### src/rtl/spi_window_tx_pkg.sv
`default_nettype none
// ============================================================================
// spi_window_tx_pkg : shared window constants and FSM state encoding
// Rev 1.0
// ============================================================================
package spi_window_tx_pkg;

    localparam int ADDR_W = 10;
    localparam int DATA_W = 8;
    localparam int COUNT  = 12;

    // Encoding shared with the receive-side address generator.
    localparam logic [2:0] S_IDLE  = 3'd0;
    localparam logic [2:0] S_FETCH = 3'd1;
    localparam logic [2:0] S_WAIT  = 3'd2;
    localparam logic [2:0] S_SHIFT = 3'd3;
    localparam logic [2:0] S_DONE  = 3'd4;

endpackage
`default_nettype wire

### src/rtl/spi_bit_shifter.sv
`default_nettype none
// ============================================================================
// spi_bit_shifter : mode-0 MSB-first byte serialiser with CLK_DIV half-period
// Rev 1.0
// ============================================================================
module spi_bit_shifter #(
    parameter int DATA_W  = 8,
    parameter int CLK_DIV = 2
) (
    input  logic              clk,
    input  logic              rst,
    input  logic              i_load,
    input  logic [DATA_W-1:0] i_data,
    input  logic              i_en,
    output logic              o_sclk,
    output logic              o_mosi,
    output logic              o_byte_done
);

    localparam int PH_W  = (2 * CLK_DIV > 1) ? $clog2(2 * CLK_DIV) : 1;
    localparam int BIT_W = $clog2(DATA_W);

    logic [PH_W-1:0]   r_phase;
    logic [BIT_W-1:0]  r_bit;
    logic [DATA_W-1:0] r_sreg;
    logic              w_ph_last;

    assign w_ph_last   = (r_phase == PH_W'(2 * CLK_DIV - 1));
    // Shifting happens on the edge that also drops sclk, so mosi never moves while sclk is high.
    assign o_sclk      = i_en && (r_phase >= PH_W'(CLK_DIV));
    assign o_mosi      = r_sreg[DATA_W-1];
    assign o_byte_done = i_en && w_ph_last && (r_bit == BIT_W'(DATA_W - 1));

    always_ff @(posedge clk) begin
        if (rst) begin
            r_phase <= '0;
            r_bit   <= '0;
            r_sreg  <= '0;
        end else if (i_load) begin
            r_phase <= '0;
            r_bit   <= '0;
            r_sreg  <= i_data;
        end else if (i_en) begin
            if (w_ph_last) begin
                r_phase <= '0;
                r_bit   <= r_bit + BIT_W'(1);
                r_sreg  <= {r_sreg[DATA_W-2:0], 1'b0};
            end else begin
                r_phase <= r_phase + PH_W'(1);
            end
        end
    end

endmodule
`default_nettype wire

### src/rtl/spi_window_tx.sv
`default_nettype none
// ============================================================================
// spi_window_tx : reads buffer[base+1..base+COUNT] and shifts it out over SPI
// Rev 1.0
// ============================================================================
module spi_window_tx #(
    parameter int DATA_W  = spi_window_tx_pkg::DATA_W,
    parameter int ADDR_W  = spi_window_tx_pkg::ADDR_W,
    parameter int COUNT   = spi_window_tx_pkg::COUNT,
    parameter int CLK_DIV = 2
) (
    input  logic              clk,
    input  logic              reset,
    input  logic              start,
    input  logic [ADDR_W-1:0] Posicion,
    output logic              rd_en,
    output logic [ADDR_W-1:0] rd_addr,
    input  logic [DATA_W-1:0] rd_data,
    output logic              busy,
    output logic              done,
    output logic              cs_n,
    output logic              sclk,
    output logic              mosi
);
    import spi_window_tx_pkg::*;

    localparam int K_W = $clog2(COUNT + 1);

    logic [2:0]        r_state;
    logic [ADDR_W-1:0] r_base;
    logic [K_W-1:0]    r_k;
    logic [ADDR_W-1:0] r_rd_addr;
    logic              w_byte_done;

    spi_bit_shifter #(
        .DATA_W  (DATA_W),
        .CLK_DIV (CLK_DIV)
    ) u_shifter (
        .clk         (clk),
        .rst         (reset),
        .i_load      (r_state == S_WAIT),
        .i_data      (rd_data),
        .i_en        (r_state == S_SHIFT),
        .o_sclk      (sclk),
        .o_mosi      (mosi),
        .o_byte_done (w_byte_done)
    );

    assign rd_en   = (r_state == S_FETCH);
    assign rd_addr = r_rd_addr;
    assign busy    = (r_state != S_IDLE);
    assign done    = (r_state == S_DONE);
    assign cs_n    = !((r_state == S_FETCH) || (r_state == S_WAIT) || (r_state == S_SHIFT));

    always_ff @(posedge clk) begin
        if (reset) begin
            r_state   <= S_IDLE;
            r_base    <= '0;
            r_k       <= '0;
            r_rd_addr <= '0;
        end else begin
            case (r_state)
                S_IDLE: begin
                    if (start) begin
                        r_base    <= Posicion;
                        r_k       <= '0;
                        r_rd_addr <= Posicion + ADDR_W'(1);
                        r_state   <= S_FETCH;
                    end
                end
                S_FETCH: r_state <= S_WAIT;
                S_WAIT:  r_state <= S_SHIFT;
                S_SHIFT: begin
                    if (w_byte_done) begin
                        if (r_k == K_W'(COUNT - 1)) begin
                            r_state <= S_DONE;
                        end else begin
                            // Next word lives at base + (k+1) + 1, modulo 2^ADDR_W.
                            r_k       <= r_k + K_W'(1);
                            r_rd_addr <= r_base + ADDR_W'(r_k) + ADDR_W'(2);
                            r_state   <= S_FETCH;
                        end
                    end
                end
                S_DONE:  r_state <= S_IDLE;
                default: r_state <= S_IDLE;
            endcase
        end
    end

endmodule
`default_nettype wire

### config.mk
export PLATFORM = sky130hd
export DESIGN_NAME = spi_window_tx
export DESIGN_NICKNAME = d
export VERILOG_FILES = /design/src/rtl/spi_window_tx_pkg.sv /design/src/rtl/spi_bit_shifter.sv /design/src/rtl/spi_window_tx.sv
export SDC_FILE = /design/constraint.sdc
export NUM_CORES = 1
export LEC_CHECK = 0
export BUFFER_PORTS_ARGS = -buffer_cell sky130_fd_sc_hd__buf_2
export CORE_UTILIZATION = 52
export CTS_BUF_LIST = sky130_fd_sc_hd__clkbuf_4 sky130_fd_sc_hd__clkbuf_8
export CTS_CLUSTER_SIZE = 8
export DETAILED_ROUTE_END_ITERATION = 8
export PLACE_DENSITY = 0.78
export SYNTH_ARGS = -nofsm -noshare
export SYNTH_HDL_FRONTEND = slang
export SYNTH_SLANG_ARGS = --single-unit
### constraint.sdc
create_clock -name clk -period 2.6 [get_ports clk]
set_clock_uncertainty 0.1 [all_clocks]
set_input_delay 0.13 -clock clk [delete_from_list [all_inputs] [get_ports clk]]
set_output_delay 0.13 -clock clk [all_outputs]
set_load 0.1 [all_outputs]
# Yosys cells after proc, flatten, opt, wreduce, memory -nomap -nowiden
# Index checks and enable logic that the tools add are counted.
[word_totals] input_bits=21 output_inout_bits=16 regBits=40 word_cells=57
[classes] n_addsub=6 n_lt_le_gt_ge=1 mux=16 eq_ne=10 reduce_logical=17
[op_table] operator="$mux 10" n=3
[op_table] operator="$mux 8" n=3
[op_table] operator="$pmux 10 s2" n=1
[op_table] operator="$mux 4" n=3
[op_table] operator="$pmux 3 s4" n=1
[op_table] operator="$add 10x1->10 const B" n=1
[op_table] operator="$add 10x2->10 const B" n=1
[op_table] operator="$add 10x4->10" n=1
[op_table] operator="$mux 3" n=3
[op_table] operator="$pmux 4 s2" n=1
[op_table] operator="$reduce_and 2->1" n=4
[op_table] operator="$eq 3x2->1 const B" n=2
[op_table] operator="$eq 3x3->1 const B" n=2
[op_table] operator="$ne 2x2->1 const B" n=3
[op_table] operator="$reduce_bool 2->1" n=3
[op_table] operator="$add 4x1->4 const B" n=1
[op_table] operator="$eq 4x4->1 const B" n=1
[op_table] operator="$reduce_and 4->1" n=1
[op_table] operator="$add 3x1->3 const B" n=1
[op_table] operator="$eq 3x1->1 const B" n=1
[op_table] operator="$logic_and 1x1->1" n=3
[op_table] operator="$logic_not 3->1" n=1
[op_table] operator="$reduce_bool 3->1" n=1
[op_table] operator="$add 2x1->2 const B" n=1
[op_table] operator="6 further kinds" n=7

# Longest topological paths before layout
[depth] ltp_word=5 depth_mapped=11 depth_no_buf=11

# Modules after synthesis
# A second synthesis with hierarchy kept.
[hier_totals] hier_cells=274 area_unflattened_um2=2349.8
[modules_own_cells] module="spi_window_tx" cells_each=204 area_each_um2=1671.6 instances=1
[modules_own_cells] module="spi_bit_shifter" cells_each=70 area_each_um2=678.2 instances=1

# Worst setup path after synthesis
# Ideal clock, no wire load.
[synth_timing] path_type="register -> register" startpoint="register r_k[1]" endpoint="register r_rd_addr[9], in the netlist rd_addr[9]" path_stages_with_launch=12 path_buffers=0 path_slack_ns=0.124 synth_period_minus_slack_ns=2.476 arrival_time_ns=2.260 cell_sequence="dfxtp_1 -> inv_1 -> ha_1 -> inv_1 -> ha_1 -> inv_1 -> fa_1 -> nand2b_1 -> a2111oi_1 -> xnor2_1 -> nand2_1 -> a31o_1"
[synth_via] elab_chain_len=5 word_cells_on_any_way=8
[synth_lines] item="start, declared" line_no="spi_window_tx.sv:31" text="logic [K_W-1:0] r_k;"
[synth_lines] item="start signal, assigned" line_no="spi_window_tx.sv:79" text="r_k <= r_k + K_W'(1);"
[synth_lines] item="$add 10x4->10" line_no="spi_window_tx.sv:80" text="r_rd_addr <= r_base + ADDR_W'(r_k) + ADDR_W'(2);"
[synth_lines] item="$add 10x2->10" line_no="spi_window_tx.sv:80"
[synth_lines] item="$mux 10" line_no="spi_window_tx.sv:75" text="if (r_k == K_W'(COUNT - 1)) begin"
[synth_lines] item="$mux 10" line_no="spi_window_tx.sv:74" text="if (w_byte_done) begin"
[synth_lines] item="$pmux 10 s2" line_no="spi_window_tx.sv:62" text="case (r_state)"
[synth_lines] item="end signal, assigned" line_no="spi_window_tx.sv:67" text="r_rd_addr <= Posicion + ADDR_W'(1);"
[synth_lines] item="end signal, assigned" line_no="spi_window_tx.sv:80"
[synth_lines] item="end, declared" line_no="spi_window_tx.sv:32" text="logic [ADDR_W-1:0] r_rd_addr;"
# Parallel ways exist; a longest one is shown, timed or not. The select of a mux whose other input is x is not followed.
# A chain may end at the register's enable or synchronous reset.

# Final worst setup path
[layout_timing] startpoint="register r_base[1]" endpoint="register r_rd_addr[7], in the netlist rd_addr[7]"
[layout_via] elab_chain_len=5
[layout_lines] item="start, declared" line_no="spi_window_tx.sv:30" text="logic [ADDR_W-1:0] r_base;"
[layout_lines] item="start signal, assigned" line_no="spi_window_tx.sv:65" text="r_base <= Posicion;"
[layout_lines] item="$add 10x4->10" line_no="spi_window_tx.sv:80"
[layout_lines] item="$add 10x2->10" line_no="spi_window_tx.sv:80"
[layout_lines] item="$mux 10" line_no="spi_window_tx.sv:75"
[layout_lines] item="$mux 10" line_no="spi_window_tx.sv:74"
[layout_lines] item="$pmux 10 s2" line_no="spi_window_tx.sv:62"
# Every way passes these cells. The select of a mux whose other input is x is not followed.

==> out/results.txt <==
Remaining DRCs: 0
Cell mode on critical path: inv_1
Setup CP Type: reg2reg
Post-DRT Antenna Nets: 0
Seq/Total Area, Yosys: 36.1%
Max-cap violations: 0
Synthesized flop and latch total: 40
Gate Count Post-Synth: 285
Final min period: 2.45 ns
Core area: 0.00406 mm2
Worst Reg2Reg Path Length in Cells: 12
P per Cell Area: 613 mW/mm2
# H-tree levels: 2
Largest net degree at the start of global routing: 35
CP arrival: 2.58 ns
CTS sink count: 40
Setup bufs post-CTS: 0
Io pins: 37
Top cell type by total area after synthesis: dfxtp_1
Unrepaired setup endpoints after global routing: no
Worst-Margin Slew: 0.547 ns
Die X: 67.3 um
# setup viols final: 0
Standard-cell row count: 23
Antenna diode count: 0
LEAKAGE: 1.08 nW
TritonCTS clock tree: built
First-pass GRT wire length: 8160 um
Detailed Routing Iterations Pass 1: 4
Gpl congestion: 0.880
GRT Util Overall: 24.0%
Overflow after GRT: 0
HP Class: in2reg
WP depth: 12
Worst-path maximum fanout: 3
Crit path launch: r_base[1]
Syn nets: 321
Largest cells by area after synthesis: dfxtp_1, nand2_1, ha_1
Worst path slowest cell: fa_1
CP max stage delay: 0.38 ns
Ys Warns: 0
Reg-to-Reg End: rd_addr[7]
Fraction of registers with async set/reset: 0%
Wirelength per Cell: 13.5 um
Filler cell count in the final layout: 357
Crit path required time: 2.73 ns
Mapped cell area: 0.00222 mm2
Clk buf depth: 2
Peak Freq: 0.409 GHz
Buffers & Inverters on Critical Path: 4
Number of global-route vias before repair: 1762
Pins over their slew limit: 0
Reg2reg start: r_base[1]
DRT Wirelength: 5080 um
Port buffer count: 36
Layout cells sized above 1: 18.1%
Crit. End Element: register
Final Util: 64.8%
VDD IR max: 0.000315 V
Critical path cell sequence: inv_1 -> ha_1 -> inv_1 -> ha_1 -> inv_1 -> fa_1 -> nand2b_4 -> buf_4 -> a211oi_1 -> xor2_1 -> nor2_1 -> o21ai_1
Final nets: 361
Reg2reg setup slack: 0.15 ns
Chip height: 67.3 um
Top-count cell post-synth: nand2_1
Syn avg cell area: 7.78 um2
Final Hold Vio Count: 0
Synth top area share: 36.1%
Crit path max-delay family: adder cells
DR iter-0 viols: 147
Synth cell count leaders: nand2_1, dfxtp_1, nor2_1, a21oi_1, nand3_1
Root buf cell: clkbuf_8
Worst-Skew Late Latency: 0.30 ns
Setup TNS: 0 ns
Number of flops mapped to enable cells by yosys: 0
Initial Util: 54.6%
Area delta synth->final: 18.7%
Top_reg_cell synth: dfxtp_1
Vias per std cell: 5.63
Die area: 0.00453 mm2
Hpwl dp: 3610 um
Worst-path clk slew: 0.08 ns
Slew HR: 63.5%
Crit path launch type: register
Initial antenna violation count: 0
Cts bufs inserted: 5
Critical Path Sink: rd_addr[7]
Fin crit share: 94.1%
Vias: 2118
Post-synthesis cell type count: 40
Run status: completed
-- power by group --
| part | leakage (nW) | switching [mW] | internal [mW] |
|---|---|---|---|
| logic | 0.697 | 0.301 | 0.0973 |
| clock network | 0.0548 | 0.239 | 0.289 |
| registers | 0.327 | 0.0307 | 0.654 |
| total | 1.08 | 0.571 | 1.04 |
-- what timing repair did --
item	in CTS	in global routing
setup endpoints to repair	0	1
hold buffers	4	1
hold endpoints to repair	4	1
resized for setup	0	4
-- area by class of cell --
| type | count | area, um2 | share of cell area, % |
|---|---|---|---|
| clock inverters | 3 | 46.3 | 1.76 |
| repair buffers | 48 | 283 | 10.8 |
| well taps | 50 | 62.6 | 2.38 |
| flip-flops and latches | 40 | 802 | 30.5 |
| multi-input cells | 217 | 1320 | 50.1 |
| clock buffers | 5 | 68.8 | 2.62 |
| inverters | 13 | 48.8 | 1.86 |
-- how the worst min path moves through the flow --
stage / from / end / slack (ns) / cells after the start
final: Posicion[5] / r_base[5] / 0.007 / 3
after global routing: rd_data[6] / u_shifter.r_sreg[6] / 0.007 / 3
after CTS: Posicion[5] / r_base[5] / 0.003 / 3
after detailed placement: Posicion[9] / r_base[9] / 0.30 / 3
after global placement: Posicion[9] / r_base[9] / 0.29 / 3
after floorplan: Posicion[1] / r_base[1] / 0.17 / 2
-- sequential cells by signal (all words and copies together) (netlist names) --
register and flops:
r_k 4, u_shifter.r_sreg 8, rd_addr 10, u_shifter.r_bit 3, u_shifter.r_phase 2, r_state 3, r_base 10
-- cells in the final DEF (no fill, tap or decap), types with 7 or more instances in the layout --
cell       n
ha_1      14
o21ai_0    9
buf_4      7
buf_2     36
nor3_1    10
nor2_1    28
dfxtp_1   39
a311oi_1   9
a21oi_1   21
xnor2_1    7
nand3_1   20
nand2_1   48
inv_1     13
-- worst min-delay path, stage by stage --
cell	delay, ns
buf_2	0.12
nand2_1	0.05
a21oi_1	0.05
-- logic make-up after synthesis --
| family | Yosys count | synth area share, % |
|---|---|---|
| simple gates | 129 | 26.5 |
| xor+xnor | 13 | 5.14 |
| flops | 40 | 36.1 |
| buf+inv | 28 | 5.48 |
| compound gates | 60 | 18.0 |
| fa+ha+maj | 15 | 8.81 |
-- metal layers --
metal	wire length, um	track usage [%]
met5	0	0
met4	76	7.98
met3	293	4.73
met2	2320	38.0
met1	2390	32.4
-- per-stage QoR --
stage | setup slack (ns) | cell area, um2 | power, mW | cells | hold WS, ns
6_report | 0.153 | 2630 | 1.61 | 376 | 0.00721
5_1_grt | 0.0245 | 2630 | 1.68 | 376 | 0.00659
4_1_cts | 0.0177 | 2590 | 1.61 | 375 | 0.00293
3_5_place_dp | 0.0402 | 2440 | 1.09 | 363 | 0.298
3_3_place_gp | 0.0828 | 2440 | 1.08 | 363 | 0.291
2_1_floorplan | 0.124 | 2220 | 1.01 | 285 | 0.166
Power figures use the tool's default switching activity.
